**config.mk**
```make
export PLATFORM = sky130hd
export DESIGN_NAME = pipelined_barrel_shifter
export DESIGN_NICKNAME = d
export VERILOG_FILES = /design/src/rtl/shifter_pkg.sv /design/src/rtl/shifter_stage.sv /design/src/rtl/pipelined_barrel_shifter.sv
export SDC_FILE = /design/constraint.sdc
export NUM_CORES = 1
export LEC_CHECK = 0
export CORE_AREA = 2 2 160 162
export CTS_CLUSTER_DIAMETER = 100
export CTS_CLUSTER_SIZE = 20
export DETAILED_ROUTE_END_ITERATION = 8
export DIE_AREA = 0 0 162 164
export PLACE_DENSITY = 0.62
export SETUP_SLACK_MARGIN = 0.15
export SYNTH_ARGS = -nofsm -noshare
export SYNTH_HDL_FRONTEND = slang
export SYNTH_SLANG_ARGS = --single-unit
export TNS_END_PERCENT = 5
```
**constraint.sdc**
```tcl
create_clock -name clock -period 2.3 [get_ports clock]
set_input_delay 0.23 -clock clock [delete_from_list [all_inputs] [get_ports clock]]
set_output_delay 0.23 -clock clock [all_outputs]
set_load 0.005 [all_outputs]
```
**src/rtl/shifter_pkg.sv**
```systemverilog
// rtl/shifter_pkg.sv - mode encodings and legality check shared by the barrel shifter pipeline
package shifter_pkg;

    localparam int MODE_W = 3;

    typedef enum logic [MODE_W-1:0] {
        SHIFT_SLL = 3'b000,
        SHIFT_SRL = 3'b001,
        SHIFT_SRA = 3'b010,
        SHIFT_ROL = 3'b011,
        SHIFT_ROR = 3'b100
    } shift_mode_e;

    function automatic logic is_legal_mode(input logic [MODE_W-1:0] mode);
        return (mode <= SHIFT_ROR);
    endfunction

endpackage

```
**src/rtl/shifter_stage.sv**
```systemverilog
// rtl/shifter_stage.sv - one pipeline stage: conditional shift/rotate by 2^K plus its register
module shifter_stage
    import shifter_pkg::*;
#(
    parameter int WIDTH = 32,
    parameter int TAG_W = 5,
    parameter int K     = 0,
    localparam int SHW  = $clog2(WIDTH)
) (
    input  logic              clock,
    input  logic              ctrl_reset_n,
    input  logic              i_valid,
    input  logic [WIDTH-1:0]  i_data,
    input  logic [SHW-1:0]    i_shamt,
    input  logic [MODE_W-1:0] i_mode,
    input  logic [TAG_W-1:0]  i_tag,
    input  logic              i_err,
    input  logic              i_ready,
    output logic              o_valid,
    output logic [WIDTH-1:0]  o_data,
    output logic [SHW-1:0]    o_shamt,
    output logic [MODE_W-1:0] o_mode,
    output logic [TAG_W-1:0]  o_tag,
    output logic              o_err
);

    localparam int DIST = 1 << K;

    logic              r_valid;
    logic [WIDTH-1:0]  r_data;
    logic [SHW-1:0]    r_shamt;
    logic [MODE_W-1:0] r_mode;
    logic [TAG_W-1:0]  r_tag;
    logic              r_err;

    logic              w_load;
    logic [WIDTH-1:0]  w_shifted;

    assign w_load = !r_valid || i_ready;

    // SRA refills from the current MSB, which earlier stages never disturb, so it stays the operand sign
    always_comb begin
        w_shifted = i_data;
        if (!is_legal_mode(i_mode)) begin
            w_shifted = '0;
        end else if (i_shamt[K]) begin
            case (i_mode)
                SHIFT_SLL: w_shifted = {i_data[WIDTH-1-DIST:0], {DIST{1'b0}}};
                SHIFT_SRL: w_shifted = {{DIST{1'b0}}, i_data[WIDTH-1:DIST]};
                SHIFT_SRA: w_shifted = {{DIST{i_data[WIDTH-1]}}, i_data[WIDTH-1:DIST]};
                SHIFT_ROL: w_shifted = {i_data[WIDTH-1-DIST:0], i_data[WIDTH-1:WIDTH-DIST]};
                SHIFT_ROR: w_shifted = {i_data[DIST-1:0], i_data[WIDTH-1:DIST]};
                default:   w_shifted = '0;
            endcase
        end
    end

    always_ff @(posedge clock) begin
        if (!ctrl_reset_n) begin
            r_valid <= 1'b0;
            r_data  <= '0;
            r_shamt <= '0;
            r_mode  <= SHIFT_SLL;
            r_tag   <= '0;
            r_err   <= 1'b0;
        end else if (w_load) begin
            r_valid <= i_valid;
            if (i_valid) begin
                r_data  <= w_shifted;
                r_shamt <= i_shamt;
                r_mode  <= i_mode;
                r_tag   <= i_tag;
                r_err   <= i_err;
            end
        end
    end

    assign o_valid = r_valid;
    assign o_data  = r_data;
    assign o_shamt = r_shamt;
    assign o_mode  = r_mode;
    assign o_tag   = r_tag;
    assign o_err   = r_err;

endmodule

```
**src/rtl/pipelined_barrel_shifter.sv**
```systemverilog
// rtl/pipelined_barrel_shifter.sv - SHW-stage pipelined shift/rotate unit with valid/ready on both sides
module pipelined_barrel_shifter
    import shifter_pkg::*;
#(
    parameter int WIDTH = 32,
    parameter int TAG_W = 5,
    localparam int SHW  = $clog2(WIDTH)
) (
    input  logic              clock,
    input  logic              ctrl_reset_n,
    input  logic              in_valid,
    output logic              in_ready,
    input  logic [WIDTH-1:0]  in_data,
    input  logic [SHW-1:0]    in_shamt,
    input  logic [MODE_W-1:0] in_mode,
    input  logic [TAG_W-1:0]  in_tag,
    output logic              out_valid,
    input  logic              out_ready,
    output logic [WIDTH-1:0]  out_data,
    output logic [TAG_W-1:0]  out_tag,
    output logic              out_err
);

    // Index 0 is the input side; index k+1 is the register output of stage k
    logic [SHW:0]      w_valid;
    logic [SHW:0]      w_ready;
    logic [WIDTH-1:0]  w_data  [0:SHW];
    logic [SHW-1:0]    w_shamt [0:SHW];
    logic [MODE_W-1:0] w_mode  [0:SHW];
    logic [TAG_W-1:0]  w_tag   [0:SHW];
    logic              w_err   [0:SHW];
    logic              w_legal;
    logic              w_unused_tail;

    assign w_legal    = is_legal_mode(in_mode);
    assign w_valid[0] = in_valid;
    assign w_data[0]  = w_legal ? in_data : '0;
    assign w_shamt[0] = in_shamt;
    assign w_mode[0]  = in_mode;
    assign w_tag[0]   = in_tag;
    assign w_err[0]   = !w_legal;

    assign w_ready[SHW] = out_ready;

    generate
        for (genvar k = 0; k < SHW; k++) begin : g_stage
            // Unrolled form of ready_k = !valid_k | ready_(k+1); avoids a combinational chain through one vector
            assign w_ready[k] = out_ready || !(&w_valid[SHW:k+1]);

            shifter_stage #(
                .WIDTH (WIDTH),
                .TAG_W (TAG_W),
                .K     (k)
            ) u_stage (
                .clock        (clock),
                .ctrl_reset_n (ctrl_reset_n),
                .i_valid      (w_valid[k]),
                .i_data       (w_data[k]),
                .i_shamt      (w_shamt[k]),
                .i_mode       (w_mode[k]),
                .i_tag        (w_tag[k]),
                .i_err        (w_err[k]),
                .i_ready      (w_ready[k+1]),
                .o_valid      (w_valid[k+1]),
                .o_data       (w_data[k+1]),
                .o_shamt      (w_shamt[k+1]),
                .o_mode       (w_mode[k+1]),
                .o_tag        (w_tag[k+1]),
                .o_err        (w_err[k+1])
            );
        end
    endgenerate

    assign in_ready      = w_ready[0];
    assign out_valid     = w_valid[SHW];
    assign out_data      = w_data[SHW];
    assign out_tag       = w_tag[SHW];
    assign out_err       = w_err[SHW];
    assign w_unused_tail = ^{w_shamt[SHW], w_mode[SHW]};

endmodule
```
# Word-level counts from Yosys, hierarchy flattened
# Index checks and enable logic that the tools add are counted.
# classes
n_eq_ne	20
muxes	15
n_lt_le_gt_ge	5
n_reduce_logical	34
# ops
cell	n
32-bit case mux with 5 select lines	4
32-bit two-way mux	10
32-bit case mux with 4 select lines	1
3-bit by 2-bit == test with 1-bit output, second input constant	10
3-bit by 1-bit == test with 1-bit output, second input constant	5
3-bit == test, second input constant	5
3-bit <= comparator, second input constant	5
3-bit logical NOT	5
2-bit AND reduction	6
1-bit logical NOT	10
1-bit logical OR	9
5-bit AND reduction	1
4-bit AND reduction	1
3-bit AND reduction	1
2-bit OR reduction	1
# totals
output_inout_bits	40
wordCells	102
regBits	227
input_bits	49

# Logic depth before layout (Yosys ltp)
# logic_depth
ltp_word	5
mapped_depth	7
ltp_nobuf	4

# Hierarchy
# Synthesis repeated with hierarchy kept, for this count alone.
# unflattened
hier_cells	1675
hier_area_um2	13800.7
# by_module_without_submodules
mod	area_per_inst_um2	instances	cells_per_inst	seq_area_each_um2
shifter_stage at g_stage[1].u_stage	2892.8	1	336	940.9
shifter_stage at g_stage[2].u_stage	2854.0	1	336	940.9
shifter_stage at g_stage[0].u_stage	2830.2	1	352	940.9
shifter_stage at g_stage[3].u_stage	2702.6	1	331	940.9
shifter_stage at g_stage[4].u_stage	2230.9	1	277	940.9
pipelined_barrel_shifter	290.3	1	43	0.0

# Worst setup path before layout
# No wires, ideal clock.
# synth_timing
kind	register -> register
from	register g_stage[2].u_stage.r_valid
to	register g_stage[0].u_stage.r_data[2]
t_required_ps	2183
path_buffers	2
setup_slack_ps	675
t_arrival_ps	1508
period_less_slack_ps	1625
setup_ps	117
stages_incl_launch_ff	7
cell_sequence	dfxtp_1 buf_2 nand4b_1 o21ai_2 nor2_1 clkbuf_1 a32o_1
# synth_between
elab_chain_cells	5
# synth_lines
item	line	source
from (decl)	shifter_stage.sv:29	logic r_valid;
from (signal assigned)	shifter_stage.sv:67	r_valid <= i_valid;
4-bit AND reduction	pipelined_barrel_shifter.sv:48	assign w_ready[k] = out_ready || !(&w_valid[SHW:k+1]);
1-bit logical NOT	pipelined_barrel_shifter.sv:48	
1-bit logical OR	pipelined_barrel_shifter.sv:48	
1-bit logical OR	shifter_stage.sv:39	assign w_load = !r_valid || i_ready;
2-bit AND reduction (no line)	--	
to (signal assigned)	shifter_stage.sv:69	r_data <= w_shifted;
to (decl)	shifter_stage.sv:30	logic [WIDTH-1:0] r_data;
# No other way between the ends.
# A chain may end at the register's enable or synchronous reset.

# Worst setup path after layout
# layout_timing
from	register g_stage[3].u_stage.r_valid
to	output in_ready
# layout_between
elab_chain_cells	3
# layout_lines
item	line	source
from (decl)	shifter_stage.sv:29	
from (signal assigned)	shifter_stage.sv:67	
5-bit AND reduction	pipelined_barrel_shifter.sv:48	
1-bit logical NOT	pipelined_barrel_shifter.sv:48	
1-bit logical OR	pipelined_barrel_shifter.sv:48	
to (decl)	pipelined_barrel_shifter.sv:12	output logic in_ready,
# No other way between the ends.

==> results.yml <==
status:
  status: "completed"
route:
  firstDrtPassIters: 5
  drtIter0Drc: 746
  top_layer: "met4"
  drc: 0
  routedLengthMet1_mm: 13.6
  ant_nets: 0
  viasPerCell: 5.91
  drt_wl_total_mm: 29.3
  vias: 9640
  routed-wl-met3_um: 980
  wl_met2_mm: 13.9
  wl_per_cell_um: 17.9
cts:
  cts_made_buffers: 14
  cts_hold_buffers: 0
  path_clk_slew_ps: 80
  tritoncts: "built"
  clk_latency_ps: 500
  clockBufferDepth: 3
  ctsResizeCount: 0
  h-tree-depth: 1
  cts_root_buffer: "clkbuf_16"
  post_cts_buffers: 0
  numClockSinks: 217
worst_setup_path:
  crit_chain: "and4b_1 > nand3_1 > clkdlybuf4s50_1"
  cp-end-kind: "output pin"
  r2r_start: "g_stage[0].u_stage.o_mode[1]"
  worst-r2r-cell-count: 5
  crit_fanout: 6
  path_class: "reg -> out"
  critPathTopFamily: "buffers and inverters"
  worstSetupPathDepth: 3
  r2r_end: "g_stage[1].u_stage.o_data[13]"
  rrSetupSlack_ps: 340
  cp_data_required_time_ps: 2070
  cp_slowest_cell: "clkdlybuf4s50_1"
  arrival_ps: 1820
  max_stage_delay_ps: 480
  start_kind: "flop"
  critical_path_buf_inv_count: 1
global_routing:
  grt_usage_pct: 22.0
  antenna_found_initial: 0
  grt_pass1_wl_mm: 48.4
  overflow: 0
  grt_start_max_net_pins: 68
  grt_pass1_vias: 9029
sta:
  fmaxAchievable_mhz: 487
  tns_ps: 0
  finalSetupViolCount: 0
  max_slew.worst_pin.slew_ps: 1090
  rsz0062_at_grt: "no"
  relSlewSlack_pct: 26.9
  skew_ps: 18.3
  finalHoldViolCount: 0
  finalCritPeriodShare_pct: 89.2
  postLayoutSetupSlackWorst_ps: 248
  report.final.slew_viol_count: 0
  min_period_ps: 2050
layout:
  multi_input_area_um2: 6130
  mostFrequentLayoutCells: "dfxtp_1 (217), nand2_1 (124), nor2_1 (121)"
  final_common_cell: "dfxtp_1"
  drive_gt1_share_pct: 9.38
  diodes: 0
  nFillCells: 2420
  area_growth_pct: 16.3
  fin_area_um2: 12700
  seqCellArea_um2: 4340
  fin_util_pct: 51.4
  finish.net_count: 1349
hold_path:
  hold_start: "in_shamt[1]"
  hold_end: "g_stage[0].u_stage.o_shamt[1]"
  hold_depth: 3
  worstHoldPathType: "in -> reg"
synth:
  synth.net_count: 1315
  ys_seq_elements: 217
  syn_avg_cell_area_um2: 8.66
  syn-instance-count: 1266
  async_flop_share_pct: 0
  synth_top_family_by_area: "compound AO/OA/AOI/OAI gates"
  syn_area_um2: 11000
  synth-edff-count: 0
  synth.distinct_cells: 57
  synth-xor-area-share_pct: 0.468
  muxShareOfSynthArea_pct: 10.6
  synth_flop_cell: "dfxtp_1"
  synth_compound_area_share_pct: 26.8
  yosysSeqAreaShare_pct: 39.6
  synthSimpleGateAreaFrac_pct: 17.5
  ys_warn_count: 0
  yosys.area_share.adder_pct: 0
placed_design:
  place_congestion: 0.848
  post-place-ws_ps: -21.8
  place_area_um2: 12400
  numPortBuffers: 88
  hpwl_mm: 20.2
floorplanning:
  die_area_um2: 26600
  core_area_um2: 24800
  rows: 58
  initial_core_util_pct: 44.2
  die_height_um: 164
  die_w_um: 162
  pin_count: 89
power_and_ir_drop:
  p_seq_share_pct: 55.2
  p_comb_share_pct: 10.6
  irDropWorstVdd_uv: 434
  p_sw_share_pct: 25.4
  internal-power_mw: 5.36
  leakage_nw: 4.43
  p_sw_mw: 1.82
  powerDensity_nw_per_um2: 563
  power_frac_clock_pct: 34.2
run:
  maxCapViolCount: 0
## power groups by stage
stage          clock [mW]  sequential (mW)  combinational, mW
6_report             2.46             3.96              0.760
5_1_grt              2.63             3.97              0.837
4_1_cts              2.53             3.96              0.764
3_5_place_dp            0             4.05              0.762
3_3_place_gp            0             4.04              0.753
2_1_floorplan           0             3.99              0.525
## worst max-delay path by stage
stage	startpoint	end	slack, ps
finish	g_stage[3].u_stage.o_valid	in_ready	250
global route	g_stage[3].u_stage.o_valid	in_ready	170
CTS	g_stage[3].u_stage.o_valid	in_ready	230
detailed placement	in_mode[0]	g_stage[0].u_stage.o_data[27]	-20
global placement	in_mode[0]	g_stage[0].u_stage.o_data[13]	-6
floorplan	g_stage[2].u_stage.o_valid	g_stage[0].u_stage.o_data[2]	670
## synthesized netlist by cell type (all sizes together), types with 2 or more instances
master | number | share of area (%)
a211o | 4 | 0.32
nand3 | 53 | 2.4
a32o | 30 | 2.7
o21ai | 75 | 3.5
a21oi | 62 | 2.8
and3 | 4 | 0.23
a32oi | 5 | 0.40
clkbuf | 89 | 3.1
nand2 | 124 | 4.2
a22o | 18 | 1.4
a311oi | 10 | 0.80
nor2b | 33 | 1.9
mux2i | 109 | 10
dfxtp | 217 | 40
nor2 | 124 | 4.2
a221o | 16 | 1.5
buf | 33 | 1.7
o211a | 28 | 2.6
xor2 | 4 | 0.39
o31ai | 39 | 2.7
and4 | 2 | 0.16
inv | 7 | 0.24
o2bb2ai | 32 | 2.6
a221oi | 32 | 2.6
a211oi | 11 | 0.75
or4bb | 2 | 0.21
a21o | 8 | 0.55
o211ai | 16 | 1.1
mux2 | 6 | 0.62
nand3b | 4 | 0.27
o21a | 2 | 0.14
nor3b | 18 | 1.3
or2 | 31 | 1.8
nand4 | 2 | 0.11
nand2b | 3 | 0.17
## state kept, by name, indices dropped and copies added (netlist names)
| name | flops |
|---|---|
| g_stage.u_stage.o_data | 160 |
| g_stage.u_stage.o_err | 5 |
| g_stage.u_stage.o_mode | 12 |
| g_stage.u_stage.o_shamt | 10 |
| g_stage.u_stage.o_tag | 25 |
| g_stage.u_stage.o_valid | 5 |
## cells by family after synthesis
| logic type | Yosys count |
|---|---|
| mux | 115 |
| compound gates | 393 |
| xor+xnor | 5 |
| simple gates | 407 |
| flops | 217 |
| buf+inv | 129 |
## routing by layer
metal,GRT usage (%),vias up
met1,30.0,4641
met5,0,-
met4,6.52,0
li1,-,4745
met2,37.1,209
met3,2.12,45
## worst register-to-register path, cell delays in order, from the launching register on
cell and delay [ps]:
dfxtp_1 500, or3b_2 550, o21ai_2 70, buf_4 310
a221oi_1 160, o31ai_1 290
## area by class of cell
cell class              instances  area share, %
multi-input cells             920           48.1
clock inverters                 1         0.0393
repair buffers                140           11.3
inverters                       7          0.206
clock buffers                  15           2.95
well taps                     330           3.24
flip-flops and latches        217           34.1
## through the flow
| step | hold slack (ps) | power (mW) | std cells |
|---|---|---|---|
| final | 354 | 7.18 | 1630 |
| after global routing | 403 | 7.44 | 1630 |
| after CTS | 341 | 7.25 | 1630 |
| after detailed placement | 442 | 4.81 | 1614 |
| after global placement | 439 | 4.80 | 1614 |
| after floorplan | 359 | 4.51 | 1266 |
(Power assumes the default switching activity.)
